## src/rtl/writeback_regfile.sv

```systemverilog
// writeback_regfile: Y86-64 PIPE writeback stage with register file, status tracking and retire counter.
// Optional macro WB_READ_BYPASS_EN adds same-cycle write-through on the decode read ports.
module writeback_regfile #(
    parameter logic [63:0] RSP_INIT = 64'd1000,
    parameter int          CNT_W    = 32
) (
    input  logic             clk,
    input  logic             rst,
    input  logic             W_stall,
    input  logic [2:0]       W_stat,
    input  logic [3:0]       W_icode,
    input  logic [63:0]      W_valE,
    input  logic [63:0]      W_valM,
    input  logic [3:0]       W_dstE,
    input  logic [3:0]       W_dstM,
    input  logic [3:0]       d_srcA,
    input  logic [3:0]       d_srcB,
    output logic [63:0]      d_rvalA,
    output logic [63:0]      d_rvalB,
    output logic [2:0]       Stat,
    output logic             halted,
    output logic [CNT_W-1:0] retired
);
    localparam logic [1:0] RUN    = 2'd0;
    localparam logic [1:0] HALTED = 2'd1;
    localparam logic [1:0] FAULT  = 2'd2;
    localparam logic [3:0] RNONE  = 4'hF;

    // Entry 15 exists only so any 4-bit source indexes safely; it stays zero.
    logic [63:0] regs [0:15];
    logic [1:0]  state;
    logic        retire;
    logic        is_aok;
    logic        is_hlt;
    logic        unused_icode;

    assign unused_icode = ^W_icode;
    assign retire = (state == RUN) && !W_stall && (W_stat != 3'd0);
    assign is_aok = W_stat == 3'd1;
    assign is_hlt = W_stat == 3'd2;
    assign halted = state != RUN;

    always_ff @(posedge clk or posedge rst) begin
        if (rst) begin
            for (int i = 0; i < 16; i++)
                regs[i] <= (i == 4) ? RSP_INIT : 64'd0;
            state   <= RUN;
            Stat    <= 3'd1;
            retired <= '0;
        end else if (retire) begin
            // valM takes priority so popq %rsp leaves the popped value in %rsp.
            if (is_aok)
                for (int i = 0; i < 15; i++)
                    if (W_dstM == 4'(i))
                        regs[i] <= W_valM;
                    else if (W_dstE == 4'(i))
                        regs[i] <= W_valE;
            if (is_aok || is_hlt)
                retired <= retired + CNT_W'(1);
            if (is_hlt) begin
                state <= HALTED;
                Stat  <= 3'd2;
            end else if (!is_aok) begin
                state <= FAULT;
                Stat  <= (W_stat == 3'd3) ? 3'd3 : 3'd4;
            end
        end
    end

`ifdef WB_READ_BYPASS_EN
    logic wr_ok;
    assign wr_ok = retire && is_aok;
    assign d_rvalA = (d_srcA == RNONE) ? 64'd0 :
                     (wr_ok && d_srcA == W_dstM) ? W_valM :
                     (wr_ok && d_srcA == W_dstE) ? W_valE : regs[d_srcA];
    assign d_rvalB = (d_srcB == RNONE) ? 64'd0 :
                     (wr_ok && d_srcB == W_dstM) ? W_valM :
                     (wr_ok && d_srcB == W_dstE) ? W_valE : regs[d_srcB];
`else
    assign d_rvalA = (d_srcA == RNONE) ? 64'd0 : regs[d_srcA];
    assign d_rvalB = (d_srcB == RNONE) ? 64'd0 : regs[d_srcB];
`endif
endmodule

```

## config.mk

```make
export PLATFORM = sky130hd
export DESIGN_NAME = writeback_regfile
export DESIGN_NICKNAME = d
export VERILOG_FILES = /design/src/rtl/writeback_regfile.sv
export SDC_FILE = /design/constraint.sdc
export NUM_CORES = 2
export LEC_CHECK = 0
export BUFFER_PORTS_ARGS = -buffer_cell sky130_fd_sc_hd__buf_2
export CAP_MARGIN = 0
export CORE_MARGIN = 5
export CORE_UTILIZATION = 41
export DETAILED_ROUTE_END_ITERATION = 12
export GPL_TIMING_DRIVEN = 0
export HOLD_SLACK_MARGIN = 0.08
export PLACE_DENSITY = 0.62
export SETUP_SLACK_MARGIN = 0.05
export SKIP_LAST_GASP = 1
export SYNTH_ARGS = -nofsm -noshare
export SYNTH_HDL_FRONTEND = slang
export SYNTH_SLANG_ARGS = --single-unit
```

## constraint.sdc

```tcl
create_clock -name clk -period 53.1 [get_ports clk]
set_input_delay 0 -clock clk [delete_from_list [all_inputs] [get_ports clk]]
set_output_delay 0 -clock clk [all_outputs]
set_load 0.05 [all_outputs]
```

### Word-level counts from Yosys, hierarchy flattened

Cells that the tools add are included.
Widths: inputs -> output; s select.

* add/sub/neg operators: 1
* $lt $le $gt $ge: 2
* equal/unequal tests: 34
* mux-type cells: 43
* bitwise logic cells: 2
* reductions and logical operators: 41

Operators with widths (number)
* $mux 64: 36
* $bmux 64 s4: 2
* $eq 4x4->1 const B: 16
* $reduce_and 3->1: 15
* $add 32x1->32 const B: 1
* $eq 4x3->1 const B: 8
* $reduce_bool 2->1: 16
* $eq 4x2->1 const B: 4
* $ge 5x5->1 const B: 2
* $not 4->5: 2
* $mux 3: 3
* $eq 4x1->1 const B: 2
* $logic_not 4->1: 2
* $eq 3x2->1 const B: 2
* $mux 2: 2
* $reduce_and 2->1: 2
* $eq 3x1->1 const B: 1
* $reduce_bool 3->1: 1
* $logic_and 1x1->1: 2
* $logic_not 2->1: 1
* $ne 2x1->1 const B: 1
* $logic_not 1->1: 1
* $logic_or 1x1->1: 1

* bits in registers: 997
* input bits: 154
* output and inout port bits: 164
* logic and storage cells: 141

### Depth between registers and ports, before layout

* depth after elaboration: 5
* gate-level depth with buffers: 9
* depth with buffers taken out: 5

### Worst setup path before layout

No wires, ideal clock.

* path type: reg-to-reg
* start: register retired[4]
* end: register retired[31]
* setup time: 0.140 ns
* data arrival time: 2.027 ns
* data required time: 52.960 ns
* slack: 50.932 ns
* cell stages (with the launch flop): 6
* path buffers: 1
* period minus slack after synthesis: 2.168 ns
* cell sequence: dfrtp_1 nand3_1 nor4_1 buf_2 nand4_1 xnor2_1

* cells in the longest elaborated chain, start to end: 1

Ends and longest elaborated chain
* from (decl): line 22 `output logic [CNT_W-1:0] retired`
* from (signal assigned): line 59 `retired <= retired + CNT_W'(1);`
* $add 32x1->32: line 59

Every way passes these cells.
A chain may end at the register's enable or synchronous reset.

### Worst setup path in the final report

* start: input port d_srcB[1]
* end: output port d_rvalB[44]

* cells in the longest elaborated chain, start to end: 5
* elaborated cells between the ends (all ways): 6
* classes of those cells: 1 x eq/ne; 4 x mux; 1 x bitwise

Ends and longest elaborated chain
* from (decl): line 17 `input logic [3:0] d_srcB,`
* $not 4->5 (not written as such): line 81 `assign d_rvalB = (d_srcB == RNONE) ? 64'd0 : regs[d_srcB];`
* $bmux 64 s4: line 81
* $mux 64 (not written as such) (2 in a row): line 81
* $mux 64 *: line 81
* to (decl): line 19 `output logic [63:0] d_rvalB,`

Mark *: on every way between the ends. The rest lies on a longest branch, timed or not. The select of a mux whose other input is x is not followed.

==> results.py <==
metrics = {
    "sta": {
        "drv_slew": 11,
        "skew_ns": 0.02135,
        "setup_viol": 0,
        "fin_crit_ns": 4.401,
        "rsz0062_at_grt": "false",
        "hold_viol": 0,
        "max_freq_mhz": 227.2,
        "slew_headroom_pct": -2.727,
        "fin_crit_sh_pct": 8.288,
        "tns_ns": 0,
        "holdWs_ns": 0.1648,
        "tightest_slew_ns": 1.541,
    },
    "grt": {
        "grt-ovfl-total": 0,
        "grt_pass1_wl_um": 380500,
        "grt_pass1_vias": 54730,
        "grt_max_degree": 122,
        "antenna_found_initial": 41,
        "grt_usage_pct": 32.40,
    },
    "logic_synthesis": {
        "synth_edf_count": 0,
        "netlist_area_um2": 61840,
        "synthCells": 6074,
        "avgSynthCellArea_um2": 10.18,
        "synth-main-ff-cell": "dfrtp_1",
        "synth_nets": 6229,
        "netlist_top_cells_area": "dfrtp_1, mux2i_1, mux4_2",
        "yosys_register_bits": 997,
        "synth_top_area_share_pct": 40.06,
        "ys_warn_count": 64,
        "async_flop_share_pct": 100.0,
        "synth_top_area_cell": "dfrtp_1",
        "seq_area_frac_synth_pct": 40.36,
        "synth_cell_type_count": 49,
    },
    "clock_tree": {
        "htreeDepth": 3,
        "cts_sinks": 997,
        "clock_latency_ns": 0.77,
        "cts.repair.resized": 0,
        "cts_setup_buffers": 0,
        "clock_path_buffers": 3,
        "numCtsBuffers": 114,
        "clk_transition_reported_paths_ns": 0.06,
        "root_buffer": "clkbuf_16",
        "postCtsHoldBufs": 204,
        "cts_tree": "yes",
    },
    "job": {
        "cap_violations": 1,
    },
    "power": {
        "sw_frac_of_total_pct": 28.96,
        "switching_power_mw": 0.5335,
        "seq_power_share_pct": 41.6,
        "powerDensity_nw_per_um2": 25.52,
        "total_power_mw": 1.842,
        "p_int_mw": 1.309,
        "clockPowerShare_pct": 44.9,
        "leakagePower_nw": 31.44,
        "ir_worst_vdd_v": 0.00002561,
        "p_comb_share_pct": 13.5,
    },
    "floorplanning": {
        "io-pin-count": 318,
        "core_um2": 150000,
        "chipHeight_um": 398.4,
        "dieWidth_um": 398.4,
        "num_rows": 142,
        "start_util_pct": 41.24,
        "dieArea_um2": 158700,
    },
    "worst_setup_path": {
        "end_kind": "primary output",
        "path_buf_inv": 6,
        "critPathMaxStageDelay_ns": 1.07,
        "crit_family": "buffers and inverters",
        "crit_fanout": 10,
        "crit_type": "input port to primary output",
        "crit_slowest_cell": "clkbuf_1",
        "crit_path_start_kind": "input port",
        "worstPathRequired_ns": 53.10,
        "ff2ff_setup_slack_ns": 49.39,
        "cp.arrival_ns": 4.40,
        "crit_chain": "buf_2 > clkbuf_1 > clkbuf_1 > nand2_1 > buf_2 > clkbuf_1 > o221ai_1 > a21oi_1 > buf_2",
    },
    "detailed_routing": {
        "avgViaCountPerCell": 6.288,
        "wire_per_inst_um": 29.81,
        "totalWireLength_um": 264300,
        "initialDrtViolationCount": 6618,
        "drc": 0,
        "vias": 55750,
        "ant_nets": 0,
        "first_pass_iters": 8,
    },
    "run_status": {
        "violations": "capacitance limit, slew limit",
        "status": "finished with violations",
    },
    "hold_path": {
        "hold_class": "input port to flop",
    },
    "placed_design": {
        "port_buffers": 304,
        "dp_hpwl_um": 190600,
        "gp_congestion": 0.9627,
    },
    "layout": {
        "areaGrowthSynthToFinish_pct": 16.73,
        "drive_gt1_share_pct": 17.14,
        "fin_nets": 6865,
    },
}
## cell families (layout without fill, tap and decap cells)
logic type	Yosys count	after routing	share of synthesized area (%)
buffers and inverters	683	1418	4.811
DFF	997	997	40.36
AOI/OAI and AO/OA	1494	1494	13.94
xor gates and xnor gates	33	33	0.4674
other	0	40	0
adders and majority gates	1	1	0.02023
and+or+nand+nor	1265	1265	9.032
muxes	1601	1601	31.37
## worst register-to-register path, delay by kind of cell (launching register included)
kind | cells | cell delay, ns
AOI/OAI and AO/OA | 2 | 0.27
DFF | 1 | 0.43
and+or+nand+nor | 2 | 1.00
buffers and inverters | 4 | 1.85
## cell usage in the layout (no fill, tap or decap), drive strengths merged, types with 128 or more instances in the layout
cell type,synthesis,layout
mux2,128,128
nand2,714,714
nor2,263,263
nor2b,197,197
a21oi,387,387
mux4,257,257
a211oi,132,132
dlygate4sd3,0,204
mux2i,1216,1216
dfrtp,990,990
o21ai,707,707
buf,256,572
clkbuf,423,590
## power by group through the flow
stage	clock network, mW	logic, mW	registers, mW
2_1_floorplan	0	0.141	0.781
6_report	0.827	0.249	0.766
3_5_place_dp	0	0.229	0.780
4_1_cts	0.831	0.243	0.766
3_3_place_gp	0	0.224	0.782
5_1_grt	0.863	0.260	0.766
## flip-flops by register name, indices dropped and copies added (netlist names)
| name | count |
|---|---|
| retired | 32 |
| regs | 960 |
| state | 2 |
| Stat | 3 |
## cell usage after synthesis, types with 10 or more instances
| cell type | n |
|---|---|
| o21ai_1 | 52 |
| o21ai_0 | 655 |
| nand3_1 | 20 |
| nand2_1 | 714 |
| buf_4 | 31 |
| xnor2_1 | 28 |
| o211ai_1 | 11 |
| a221oi_1 | 63 |
| dfrtp_1 | 990 |
| a21oi_1 | 377 |
| nand4_1 | 13 |
| o221ai_1 | 64 |
| buf_2 | 200 |
| nor2b_1 | 197 |
| nor2_1 | 263 |
| clkbuf_1 | 423 |
| o22ai_1 | 63 |
| mux2_2 | 128 |
| mux4_2 | 257 |
| a211oi_1 | 128 |
| a22oi_1 | 64 |
| a21oi_2 | 10 |
| buf_1 | 19 |
| mux2i_1 | 1216 |
## routing by layer
metal	track usage [%]	vias to the layer above	share of wire (%)
met5	0	-	0.036
met4	19.58	14	6.9
met3	8.856	810	11
met2	48.48	3404	44
met1	41.99	28030	39
li1	-	23490	-
## per-stage QoR
stage	worst slack (ns)	instance area [um2]	cells	util, %
CTS	49.00	72050	8823	48.05
floorplan	25.06	61840	6074	-
global route	48.79	72120	8838	48.09
global placement	12.26	65880	8394	43.94
detailed placement	49.03	66180	8404	44.13
finish	48.70	72180	8865	48.14
## final timing paths
check,start,to,depth (start not counted)
max,d_srcB[1],d_rvalB[44],9
min,W_valM[58],regs[890],4
max reg2reg,state[1],regs[897],8
min reg2reg,regs[707],regs[707],2
max in group asynchronous,rst,regs[799],7
min in group asynchronous,rst,regs[192],4
## area by class of cell
cell class | instances | area (um2)
Antenna cell | 40 | 100.1
Buffer | 679 | 2970
Clock buffer | 167 | 3293
Clock inverter | 48 | 540.5
Fill cell | 14160 | 77770
Inverter | 4 | 22.52
Multi-Input combinational cell | 4394 | 33910
Sequential cell | 997 | 24960
Tap cell | 2016 | 2522
Timing Repair Buffer | 520 | 3869
Note: power is estimated with default switching activity, not from simulation.
